<file path="config.mk">
export PLATFORM = sky130hd
export DESIGN_NAME = alu_arbiter_seq
export DESIGN_NICKNAME = d
export VERILOG_FILES = /design/src/rtl/alu_pkg.sv /design/src/rtl/rr_arb2.sv /design/src/rtl/alu_arbiter_seq.sv
export SDC_FILE = /design/constraint.sdc
export NUM_CORES = 1
export LEC_CHECK = 0
export ABC_CLOCK_PERIOD_IN_PS = 3700
export BUFFER_PORTS_ARGS = -buffer_cell sky130_fd_sc_hd__buf_2
export CAP_MARGIN = 15
export CORE_MARGIN = 5
export CORE_UTILIZATION = 35
export DETAILED_ROUTE_END_ITERATION = 7
export HOLD_SLACK_MARGIN = 0.05
export PLACE_DENSITY = 0.71
export SYNTH_ARGS = -nofsm -noshare
export SYNTH_HDL_FRONTEND = slang
export SYNTH_SLANG_ARGS = --single-unit
export TNS_END_PERCENT = 50
</file>
<file path="constraint.sdc">
create_clock -name clk -period 3.7 [get_ports clk]
set_input_delay 0.37 -clock clk [delete_from_list [all_inputs] [get_ports clk]]
set_output_delay 0.37 -clock clk [all_outputs]
set_load 0.005 [all_outputs]
</file>
<file path="src/rtl/alu_pkg.sv">
// rtl/alu_pkg.sv - shared ALU mode constants, sequencer states and mode helpers
// Used by alu_arbiter_seq and its testbench; no ports.
package alu_pkg;

  localparam logic [2:0] ALU_ADD = 3'b000;
  localparam logic [2:0] ALU_SUB = 3'b001;  // b - a
  localparam logic [2:0] ALU_CMP = 3'b010;
  localparam logic [2:0] ALU_AND = 3'b011;
  localparam logic [2:0] ALU_OR  = 3'b100;
  localparam logic [2:0] ALU_XOR = 3'b101;
  localparam logic [2:0] ALU_NOP = 3'b111;

  typedef enum logic [1:0] {
    IDLE = 2'd0,
    EXEC = 2'd1,
    RESP = 2'd2
  } state_t;

  function automatic logic is_legal_mode(input logic [2:0] mode);
    return (mode <= ALU_XOR);
  endfunction

  // Only the arithmetic modes produce a meaningful carry/borrow.
  function automatic logic writes_carry(input logic [2:0] mode);
    return (mode == ALU_ADD) || (mode == ALU_SUB) || (mode == ALU_CMP);
  endfunction

endpackage

</file>
<file path="src/rtl/rr_arb2.sv">
// rtl/rr_arb2.sv - two-way round-robin arbiter
// Ports: clk, reset (sync, active-high), req[1:0] requests,
//        advance (a grant was consumed), grant (winning requester index).
module rr_arb2 (
  input  logic       clk,
  input  logic       reset,
  input  logic [1:0] req,
  input  logic       advance,
  output logic       grant
);

  logic ptr_q;

  // A lone requester always wins; the pointer only breaks ties.
  always_comb begin
    grant = ptr_q;
    if (req == 2'b01) grant = 1'b0;
    if (req == 2'b10) grant = 1'b1;
  end

  always_ff @(posedge clk) begin
    if (reset) begin
      ptr_q <= 1'b0;
    end else if (advance) begin
      ptr_q <= ~grant;
    end
  end

endmodule

</file>
<file path="src/rtl/alu_arbiter_seq.sv">
// rtl/alu_arbiter_seq.sv - round-robin sequencer sharing one combinational ALU
// Ports: clk, reset (sync, active-high);
//        req_valid/req_ready[1:0], req_mode0/1, req_a0/1, req_b0/1 request side;
//        rsp_valid/rsp_ready, rsp_id, rsp_data, rsp_zero, rsp_carry, rsp_err response side;
//        flags_clr, flag_zero_q, flag_carry_q architectural flags;
//        alu_in1, alu_in2, alu_mode to the ALU; alu_out, alu_zero, alu_carry from it.
module alu_arbiter_seq
  import alu_pkg::*;
#(
  parameter int DATA_W        = 8,
  parameter int SETTLE_CYCLES = 1
) (
  input  logic              clk,
  input  logic              reset,
  input  logic [1:0]        req_valid,
  output logic [1:0]        req_ready,
  input  logic [2:0]        req_mode0,
  input  logic [2:0]        req_mode1,
  input  logic [DATA_W-1:0] req_a0,
  input  logic [DATA_W-1:0] req_a1,
  input  logic [DATA_W-1:0] req_b0,
  input  logic [DATA_W-1:0] req_b1,
  output logic              rsp_valid,
  input  logic              rsp_ready,
  output logic              rsp_id,
  output logic [DATA_W-1:0] rsp_data,
  output logic              rsp_zero,
  output logic              rsp_carry,
  output logic              rsp_err,
  input  logic              flags_clr,
  output logic              flag_zero_q,
  output logic              flag_carry_q,
  output logic [DATA_W-1:0] alu_in1,
  output logic [DATA_W-1:0] alu_in2,
  output logic [2:0]        alu_mode,
  input  logic [DATA_W-1:0] alu_out,
  input  logic              alu_zero,
  input  logic              alu_carry
);

  localparam logic [2:0] CNT_INIT = 3'(SETTLE_CYCLES - 1);

  state_t            state_q, next_state;
  logic              grant;
  logic              accept;
  logic              capture;
  logic              primed_q;
  logic [2:0]        cnt_q;
  logic              id_q;
  logic [2:0]        mode_q;
  logic [2:0]        sel_mode;
  logic [DATA_W-1:0] sel_a, sel_b;
  logic              new_carry;

  rr_arb2 u_arb (
    .clk     (clk),
    .reset   (reset),
    .req     (req_valid),
    .advance (accept),
    .grant   (grant)
  );

  assign sel_mode  = grant ? req_mode1 : req_mode0;
  assign sel_a     = grant ? req_a1 : req_a0;
  assign sel_b     = grant ? req_b1 : req_b0;
  assign accept    = (state_q == IDLE) && (|req_valid);
  // The first EXEC cycle lets the freshly registered operands ripple through
  // the ALU; the settle counter only starts after that.
  assign capture   = (state_q == EXEC) && primed_q && (cnt_q == 3'd0);
  assign new_carry = writes_carry(mode_q) ? alu_carry : flag_carry_q;

  always_ff @(posedge clk) begin
    if (reset) state_q <= IDLE;
    else       state_q <= next_state;
  end

  always_comb begin
    next_state = state_q;
    req_ready  = 2'b00;
    rsp_valid  = 1'b0;
    case (state_q)
      IDLE: begin
        if (|req_valid) begin
          req_ready[grant] = 1'b1;
          next_state = is_legal_mode(sel_mode) ? EXEC : RESP;
        end
      end
      EXEC: begin
        if (capture) next_state = RESP;
      end
      RESP: begin
        rsp_valid = 1'b1;
        if (rsp_ready) next_state = IDLE;
      end
      default: next_state = IDLE;
    endcase
  end

  always_ff @(posedge clk) begin
    if (reset) begin
      cnt_q        <= '0;
      primed_q     <= 1'b0;
      id_q         <= 1'b0;
      mode_q       <= ALU_NOP;
      rsp_id       <= 1'b0;
      rsp_data     <= '0;
      rsp_zero     <= 1'b0;
      rsp_carry    <= 1'b0;
      rsp_err      <= 1'b0;
      flag_zero_q  <= 1'b0;
      flag_carry_q <= 1'b0;
      alu_in1      <= '0;
      alu_in2      <= '0;
      alu_mode     <= ALU_NOP;
    end else begin
      if (accept) begin
        id_q   <= grant;
        mode_q <= sel_mode;
        if (is_legal_mode(sel_mode)) begin
          alu_in1  <= sel_a;
          alu_in2  <= sel_b;
          alu_mode <= sel_mode;
          cnt_q    <= CNT_INIT;
          primed_q <= 1'b0;
        end else begin
          // Illegal ops never touch the ALU; answer straight away with current flags.
          rsp_id    <= grant;
          rsp_data  <= '0;
          rsp_err   <= 1'b1;
          rsp_zero  <= flag_zero_q;
          rsp_carry <= flag_carry_q;
        end
      end
      if (state_q == EXEC) begin
        if (!primed_q)           primed_q <= 1'b1;
        else if (cnt_q != 3'd0)  cnt_q    <= cnt_q - 3'd1;
      end
      if (capture) begin
        rsp_id       <= id_q;
        // Compare answers with operand b, which alu_in2 still holds.
        rsp_data     <= (mode_q == ALU_CMP) ? alu_in2 : alu_out;
        rsp_err      <= 1'b0;
        rsp_zero     <= alu_zero;
        rsp_carry    <= new_carry;
        flag_zero_q  <= alu_zero;
        flag_carry_q <= new_carry;
        alu_mode     <= ALU_NOP;
      end
      // Clear wins over a same-edge capture; response registers are untouched.
      if (flags_clr) begin
        flag_zero_q  <= 1'b0;
        flag_carry_q <= 1'b0;
      end
    end
  end

endmodule

</file>
======== Word level (Yosys, flattened, before mapping) ========
Cells that the tools add are included.
storage, ports and cells
  input port bits ......................... 54
  bits in registers ....................... 44
  word-level logic and storage cells ...... 88
  output and inout bits ................... 36
operators by class
  eq/ne operators ......................... 10
  reduce and logical (&&, ||, !) cells .... 18
  multiplexer cells ....................... 38
  $add $sub $neg .......................... 1
  bitwise logic cells ..................... 2
  $lt $le $gt $ge ......................... 3
operators with widths
  kind                                                   number
  two-way mux 8 bit                                      6
  two-way mux 1 bit                                      18
  two-way mux 3 bit                                      6
  two-way mux 2 bit                                      6
  logical NOT 3 bit                                      2
  inequality test 2 bit, second input constant           3
  case mux 2 bit (3 select lines)                        1
  AND reduction 2 bit                                    3
  OR reduction 2 bit                                     3
  == test 2 x 1 -> 1 bit, second input constant          2
  == test 2 bit, second input constant                   2
  logical AND 1 bit                                      4
  == test 3 x 1 -> 1 bit, second input constant          1
  == test 3 x 2 -> 1 bit, second input constant          1
  <= comparator 3 bit, second input constant             1
  AND reduction 3 bit                                    1
  nonzero test 3 bit                                     1
  subtractor 3 x 1 -> 3 bit, second input constant       1
  logical NOT 2 bit                                      1
  logical OR 1 bit                                       2
  < comparator 1 x 2 -> 1 bit, second input constant     1
  inequality test 2 x 1 -> 1 bit, second input constant  1
  NOT 1 bit                                              2
  nonzero test 2 bit                                     1
  other kinds (2)                                        2

======== Longest topological paths before layout ========
Gate-level depths: netlist (run 1).
  depth in word-level cells ............... 10
  gate-level depth with buffers ........... 8
  depth with buffers taken out ............ 7

======== Hierarchy ========
Synthesis (run 1) repeated with hierarchy kept, for this count alone.
second synthesis, totals
  cells, all modules ...................... 215
  area total of the unflattened synthesis .. 2150.8 µm²
modules (own cells, without submodules)
  module           instances  area an instance (µm²)  cells each  sequential area each (µm²)
  alu_arbiter_seq  1          2090.8                  208         860.8
  rr_arb2          1          60.1                    7           20.0

======== Worst setup path after synthesis (run 1) ========
No wires, ideal clock.
  path type ............................... input to register
  start point ............................. in req_valid[1]
  end point ............................... reg alu_in1[0]
  buffers on the path ..................... 2
  data required time ...................... 3.557 ns
  setup slack ............................. 1.992 ns
  data arrival time ....................... 1.564 ns
  stages .................................. 6
  library setup time ...................... 0.143 ns
  path through ............................ nand2b_1 > a21o_1 > buf_6 > a311oi_4 > buf_2 > a211oi_2
between the ends
  cells in the longest elaborated chain, start to end .. 6
  elaborated cells on any way between the ends .. 10
  classes of those cells .................. order compare (1); eq/ne (2); mux (4); reduce/logical (3)
ends and longest elaborated chain
  what                                  line                    text
  from (decl)                           alu_arbiter_seq.sv:15   input logic [1:0] req_valid,
  == test 2 x 1 -> 1 bit                rr_arb2.sv:17           if (req == 2'b01) grant = 1'b0;
  two-way mux 1 bit                     rr_arb2.sv:17
  two-way mux 1 bit                     rr_arb2.sv:18           if (req == 2'b10) grant = 1'b1;
  two-way mux 3 bit                     alu_arbiter_seq.sv:63   assign sel_mode = grant ? req_mode1 : req_mode0;
  <= comparator 3 bit                   alu_pkg.sv:20           return (mode <= ALU_XOR);
  AND reduction 2 bit (no source line)  -
  to (signal assigned)                  alu_arbiter_seq.sv:120  alu_in1 <= sel_a;
  to (decl)                             alu_arbiter_seq.sv:33   output logic [DATA_W-1:0] alu_in1,
Several ways; a longest one is shown, not always the timed one.
A chain may end at the register's enable or synchronous reset.

======== Worst setup path after layout (run 1) ========
  start point ............................. reg u_arb.ptr_q
  end point ............................... reg rsp_data[2]
between the ends
  cells in the longest elaborated chain, start to end .. 6
ends and longest elaborated chain
  what                                    line                    text
  from (decl)                             rr_arb2.sv:12           logic ptr_q;
  from (signal assigned)                  rr_arb2.sv:25           ptr_q <= ~grant;
  two-way mux 1 bit                       rr_arb2.sv:17
  two-way mux 1 bit                       rr_arb2.sv:18
  two-way mux 3 bit                       alu_arbiter_seq.sv:63
  <= comparator 3 bit                     alu_pkg.sv:20
  inequality test 2 bit (no source line)  -
  AND reduction 2 bit (no source line)    -
  to (signal assigned)                    alu_arbiter_seq.sv:141  rsp_data <= (mode_q == ALU_CMP) ? alu_in2 : alu_out;
  to (decl)                               alu_arbiter_seq.sv:26   output logic [DATA_W-1:0] rsp_data,
No other way between the ends.

==> results of run 1 <==
## per-stage QoR
step,setup WS [ns],hold WS (ns),utilization
2_1_floorplan,1.99,0.444,-
3_3_place_gp,1.29,0.443,0.438
3_5_place_dp,1.22,0.447,0.438
4_1_cts,1.49,0.225,0.459
5_1_grt,1.33,0.215,0.459
6_report,1.50,0.234,0.459
## cells by family (layout without fill, tap and decap cells)
logic type | count (synthesis) | in the layout
buf+inv | 19 | 104
flops | 44 | 44
fa+ha+maj | 2 | 2
mux | 31 | 31
compound gates | 58 | 58
simple gates | 52 | 52
## final cells by class
class	count	area [um2]
Inverter	4	15.0
Clock buffer	6	82.6
Timing Repair Buffer	92	468
Fill cell	579	3150
Clock inverter	2	38.8
Tap cell	75	93.8
Multi-Input combinational cell	143	1090
Sequential cell	44	881
## final timing paths
kind         slack (ns)        start  depth (start not counted)            to
max                1.50  u_arb.ptr_q                          5   rsp_data[2]
min                0.23    flags_clr                          2  flag_carry_q
max reg2reg        1.50  u_arb.ptr_q                          5   rsp_data[2]
min reg2reg        0.47  rsp_data[4]                          1   rsp_data[4]
## registers in the layout, indices dropped and copies added, names as in the netlist
signal,flops
alu_in1,8
alu_in2,8
alu_mode,3
cnt_q,3
flag_carry_q,1
flag_zero_q,1
id_q,1
mode_q,3
primed_q,1
rsp_carry,1
rsp_data,8
rsp_err,1
rsp_id,1
rsp_zero,1
state_q,2
u_arb.ptr_q,1
## report_power, final
group          internal [mW]  switching, mW  leakage [nW]
logic                  0.156          0.187         0.749
clock network          0.221          0.169        0.0614
registers              0.533         0.0374         0.362
total                  0.909          0.393          1.17
## layout by cell type, fill, tap and decap left out, types with 2 or more instances in the layout
master | netlist | final
ha_1 | 2 | 2
o31ai_1 | 2 | 2
mux2i_1 | 29 | 29
clkbuf_8 | 0 | 6
a211oi_2 | 13 | 13
o21ai_0 | 6 | 6
a211oi_1 | 8 | 8
buf_4 | 2 | 3
inv_1 | 4 | 4
o2bb2ai_1 | 8 | 8
a31oi_1 | 4 | 4
nor2_1 | 31 | 31
nand2_1 | 3 | 3
a21oi_1 | 6 | 6
nand2b_1 | 3 | 3
dfxtp_1 | 44 | 44
nor3b_2 | 1 | 2
buf_2 | 4 | 89
nor3_1 | 7 | 7
mux2_2 | 2 | 2
a311oi_1 | 2 | 2
## per-layer routing
layer	vias up	GRT usage
met3	7	0.0504
met2	74	0.239
met4	0	0.0467
met1	839	0.173
li1	919	-
met5	-	0
==> out/results.ini, run 1 <==
[cells_and_area]
nets = 346
n_antenna_cell = 0
area_growth_syn_to_layout_pct = 29.7
drive_above_1_share = 0.409
final_area_um2 = 2670
fin_cells = 366

[power]
p_per_area_nw_per_um2 = 488
max-vdd-ir-drop_mv = 0.199
power_mw = 1.30
total_leakage_power_nw = 1.17

[route]
vias = 1839
totalWireLength_mm = 5.24
viasPerCell = 5.02
first_pass_iters = 4
drc = 0
wl_per_cell_um = 14.3
routed.top_layer = met4
drt-met1-wl_mm = 2.33
ant_nets = 0
routed-wl-met3_um = 508
dr_wl_met2_mm = 2.33
drt_iter0_drc = 29

[setup_path]
crit_family = compound AO/OA/AOI/OAI gates
worstPathCellList = a21o_1 > buf_4 > mux2i_1 > o31a_1 > o2bb2ai_1
path_buf_inv = 1
slowest_stage = a21o_1
required_ns = 3.93
end_kind = flip-flop
critPathArrivalTime_ns = 2.43
cp_max_fo = 17
critPathLaunchType = flip-flop
worstSetupPathType = flip-flop to flip-flop
slowest_delay_ns = 0.43

[clocking]
ctsHtreeMaxLevel = 2
cts_resized = 0
cts_sinks = 44
ctsHoldBuffers = 0
clock_tree.root_cell = clkbuf_8
cts_buffer_depth = 2
cts_buffers = 5
clkTransAtPathRegs_ns = 0.09
cts_tree = done
post_cts_buffers = 0
clock_latency_ns = 0.30

[die]
core_um2 = 5820
initial_core_util = 0.354
die_w_um = 86.7
die_area_um2 = 7510
num_io_pins = 90
rows = 28
dieHeight_um = 86.7

[sta]
slew_headroom = 0.450
drv_slew = 0
worst_pin_slew_ns = 0.822
layout_min_cycle_time_ns = 2.20
setup_tns_ns = 0
post-route-period-util = 0.596
timing.final.hold_violations = 0
rsz0062_at_grt = no
setup_viol = 0
fmax_ghz = 0.454
clock_skew_ns = 0.00893

[synthesis]
synth-main-ff-cell = dfxtp_1
synth_top_area_share = 0.428
synth_adder_area_share = 0.0122
postSynthRegisterBits = 44
synth.avg_cell_area_um2 = 9.99
yosys-top-cells-count = dfxtp_1 (44), nor2_1 (31), mux2i_1 (29), a211oi_2 (13)
synth_edf_count = 0
synth_nets = 262
async_reset_ff_frac = 0
synth.cell_area_um2 = 2060
synth_top_family_by_area = compound AO/OA/AOI/OAI gates
ys_seq_area_frac = 0.428
yosys-top-cells-area = dfxtp_1 (43%), mux2i_1 (14%), a211oi_2 (7.9%)
synth_cells = 206
yosys_warnings = 0
netlist-cell-type-count = 38
synthSimpleGateAreaFrac = 0.118
synth_compound_area_frac = 0.246
synthMuxAreaShare = 0.152
synth_top_area_cell = dfxtp_1
synth-xor-area-share = 0
yosysMostFrequentCell = dfxtp_1

[placement]
dp_cells = 358
gp_congestion = 0.851
place_area_um2 = 2550
io_buffers = 89
dpl.hpwl_mm = 3.96

[grt]
grt_pass1_wl_mm = 8.42
grt_pass1_vias = 1848
grt_max_degree = 36
grt_usage = 0.143
antenna_found_initial = 0
grt_overflow = 0

[outcome]
outcome = completed

[flow_run]
drv_cap = 0

[hold_path]
hp-class = primary input to flip-flop

Note: power is estimated with default switching activity, not from simulation.
==> run 2: changes to the inputs <==
--- a/config.mk
+++ b/config.mk
@@ -5,14 +5,14 @@
 export SDC_FILE = /design/constraint.sdc
 export NUM_CORES = 1
 export LEC_CHECK = 0
-export ABC_CLOCK_PERIOD_IN_PS = 3700
+export ABC_CLOCK_PERIOD_IN_PS = 1850
 export BUFFER_PORTS_ARGS = -buffer_cell sky130_fd_sc_hd__buf_2
 export CAP_MARGIN = 15
 export CORE_MARGIN = 5
 export CORE_UTILIZATION = 35
 export DETAILED_ROUTE_END_ITERATION = 7
 export HOLD_SLACK_MARGIN = 0.05
-export PLACE_DENSITY = 0.71
+export PLACE_DENSITY = 0.73
 export SYNTH_ARGS = -nofsm -noshare
 export SYNTH_HDL_FRONTEND = slang
 export SYNTH_SLANG_ARGS = --single-unit
==> constraint.sdc (replaced) <==
create_clock -name clk -period 1.85 [get_ports clk]
set_input_delay 0.185 -clock clk [delete_from_list [all_inputs] [get_ports clk]]
set_output_delay 0.185 -clock clk [all_outputs]
set_load 0.005 [all_outputs]
==> run 2 against run 1 <==
  * Non-clock buffer count rose by 11
  * Sequential power rose by 100%
  * Via count rose by 1.1%
  * Largest power group unchanged
  * Global-route usage rose by 0.10 points
  * Sequential share of layout area fell by 1.2 points
  * First-iteration DRC count rose by 24%
  * Power rose by 100%
  * Register-to-register slack got worse by 1.4 ns
  * Setup slack got worse by 1.4 ns
==> out/results.ini, run 2 (synthesized netlist as in run 1, its figures left out) <==
[setup_path]
cp_max_fo = 33  ; was 17
cpMostUsedCell = nor2_1
critPathArrivalTime_ns = 1.91  ; was 2.43 ns
crit_family = compound AO/OA/AOI/OAI gates  ; unchanged
regToRegStartpoint = state_q[0]  ; was u_arb.ptr_q
slowest_stage = dfxtp_1  ; was a21o_1
required_ns = 2.05  ; was 3.93 ns
slowest_delay_ns = 0.36  ; was 0.43 ns
reg2reg_depth = 7  ; was 5
reg2reg_slack_ns = 0.14  ; was 1.50 ns
worstSetupPathType = flip-flop to flip-flop  ; unchanged
critPathLaunchType = flip-flop  ; unchanged
path_buf_inv = 2  ; was 1
worstPathCellList = nor2_1 > o21ai_0 > buf_4 > a311oi_4 > buf_12 > nor2_1 > a211oi_1  ; was a21o_1 > buf_4 > mux2i_1 > o31a_1 > o2bb2ai_1
regToRegEndpoint = alu_in2[0]  ; was rsp_data[2]
end_kind = flip-flop  ; unchanged

[grt]
grt_usage = 0.144  ; was 0.143
grt_pass1_wl_mm = 8.66  ; was 8.42 mm
antenna_found_initial = 0  ; unchanged
grt_overflow = 0  ; unchanged
grt_max_degree = 34  ; was 36
grt_pass1_vias = 1939  ; was 1,848

[sta]
clock_skew_ns = 0.00836  ; was 0.00893 ns
fmax_ghz = 0.584  ; was 0.454 GHz
worst_pin_slew_ns = 0.348  ; was 0.822 ns
hold_slack_ns = 0.154  ; was 0.234 ns
layout_min_cycle_time_ns = 1.71  ; was 2.20 ns
rsz0062_at_grt = no  ; unchanged
setup_tns_ns = 0  ; unchanged
drv_slew = 0  ; unchanged
post-route-period-util = 0.925  ; was 0.596
setup_viol = 0  ; unchanged
setup_slack_ns = 0.138  ; was 1.50 ns
timing.final.hold_violations = 0  ; unchanged
slew_headroom = 0.766  ; was 0.450

[clocking]
cts_buffers = 5  ; unchanged
cts_tree = done  ; unchanged
cts_buffer_depth = 2  ; unchanged
clock_tree.root_cell = clkbuf_8  ; unchanged
ctsHtreeMaxLevel = 2  ; unchanged
clkTransAtPathRegs_ns = 0.09  ; about the same
post_cts_buffers = 0  ; unchanged
clock_latency_ns = 0.29  ; was 0.30 ns
cts_sinks = 44  ; unchanged

[route]
vias = 1860  ; was 1,839
first_pass_iters = 4  ; unchanged
drt_iter0_drc = 36  ; was 29
drc = 0  ; unchanged
totalWireLength_mm = 5.33  ; was 5.24 mm
wl_per_cell_um = 14.1  ; was 14.3 um
ant_nets = 0  ; unchanged
viasPerCell = 4.93  ; was 5.02

[power]
p_per_area_nw_per_um2 = 954  ; was 488 nW/um2
combPwrFrac = 0.277  ; was 0.263
swShare = 0.296  ; was 0.302
clkPwrFrac = 0.291  ; was 0.299
total_leakage_power_nw = 1.23  ; was 1.17 nW
power_mw = 2.64  ; was 1.30 mW
p_switching_mw = 0.782  ; was 0.393 mW
p_seq_frac = 0.432  ; was 0.438
max-vdd-ir-drop_mv = 0.451  ; was 0.199 mV
intPower_mw = 1.86  ; was 0.909 mW

[cells_and_area]
final_cell_mix = buf_2 (89), dfxtp_1 (44), nor2_1 (31), mux2i_1 (29), a211oi_2 (13)  ; unchanged
fillers = 565  ; was 579
area_growth_syn_to_layout_pct = 34.5  ; was 29.7%
n_antenna_cell = 0  ; unchanged
layout_commonest_cell = buf_2  ; unchanged
reg_top3 = alu_in1 (8), alu_in2 (8), rsp_data (8)  ; unchanged
nets = 357  ; was 346
drive_above_1_share = 0.427  ; was 0.409

[die]
die_w_um = 86.7  ; unchanged
core_um2 = 5820  ; unchanged
dieHeight_um = 86.7  ; unchanged
num_io_pins = 90  ; unchanged
die_area_um2 = 7510  ; unchanged
rows = 28  ; unchanged
initial_core_util = 0.354  ; unchanged

[flow_run]
drv_cap = 0  ; unchanged

[placement]
post-place-ws_ns = 0.0106  ; was 1.22 ns
dpl.hpwl_mm = 4.16  ; was 3.96 mm
io_buffers = 89  ; unchanged
gp_congestion = 0.813  ; was 0.851

[hold_path]
holdPathStages = 3  ; was 2
min_from = alu_out[7]  ; was flags_clr
hp-class = primary input to flip-flop  ; unchanged
min_to = rsp_data[7]  ; was flag_carry_q

[outcome]
outcome = completed  ; unchanged

[run 2: changes by cell type in the layout (fill, tap and decap cells not counted)]
| cell | previous run | this run |
|---|---|---|
| buf_12 | 0 | 1 |
| dlygate4sd3_1 | 0 | 1 |
| buf_4 | 3 | 12 |
[run 2: area by class of cell]
cell class	count	area [um2]	share of cell area
inverter	4	15.0	0.00542
timing repair buffer	103	566	0.204
sequential	44	881	0.318
clock inverter	2	38.8	0.0140
clock buffer	6	82.6	0.0298
tap	75	93.8	0.0339
multi-input combinational	143	1090	0.394
[run 2: tightest hold or removal path: cells and delay by family]
kind	cells	cell delay (ns)
AOI/OAI and AO/OA	1	0.11
buffers and inverters	1	0.08
muxes	1	0.05
[run 2: how the worst max path moves through the flow]
stage	endpoint	depth (start not counted)	from
floorplan	rsp_data[0]	8	cnt_q[0]
global placement	alu_in2[1]	8	req_valid[1]
detailed placement	alu_in2[0]	8	req_valid[1]
CTS	alu_in2[0]	7	state_q[0]
global route	alu_in1[7]	7	state_q[0]
finish	alu_in2[0]	7	state_q[0]
[run 2: layer usage]
layer,vias up,wire length [um],GRT usage
met3,4,502,0.0485
met4,0,42,0.0411
met5,-,0,0
met1,838,2290,0.172
li1,946,-,-
met2,72,2490,0.248
[run 2: power by group through the flow]
| stage | combinational [mW] | clock, mW | sequential [mW] |
|---|---|---|---|
| floorplan | 0.456 | 0 | 1.16 |
| global placement | 0.716 | 0 | 1.16 |
| detailed placement | 0.740 | 0 | 1.16 |
| CTS | 0.743 | 0.798 | 1.14 |
| global route | 0.811 | 0.846 | 1.16 |
| finish | 0.731 | 0.767 | 1.14 |
[run 2: through the flow]
stage	util	instance area, um2	instances
2_1_floorplan	-	2060	206
3_3_place_gp	0.453	2640	368
3_5_place_dp	0.453	2640	368
4_1_cts	0.476	2770	377
5_1_grt	0.476	2770	377
6_report	0.476	2770	377
[run 2: what timing repair did]
| action | 4_1_cts | 5_1_grt |
|---|---|---|
| gates resized for setup | 0 | 0 |
| hold endpoints to repair | 2 | 0 |
| hold buffers | 1 | 0 |
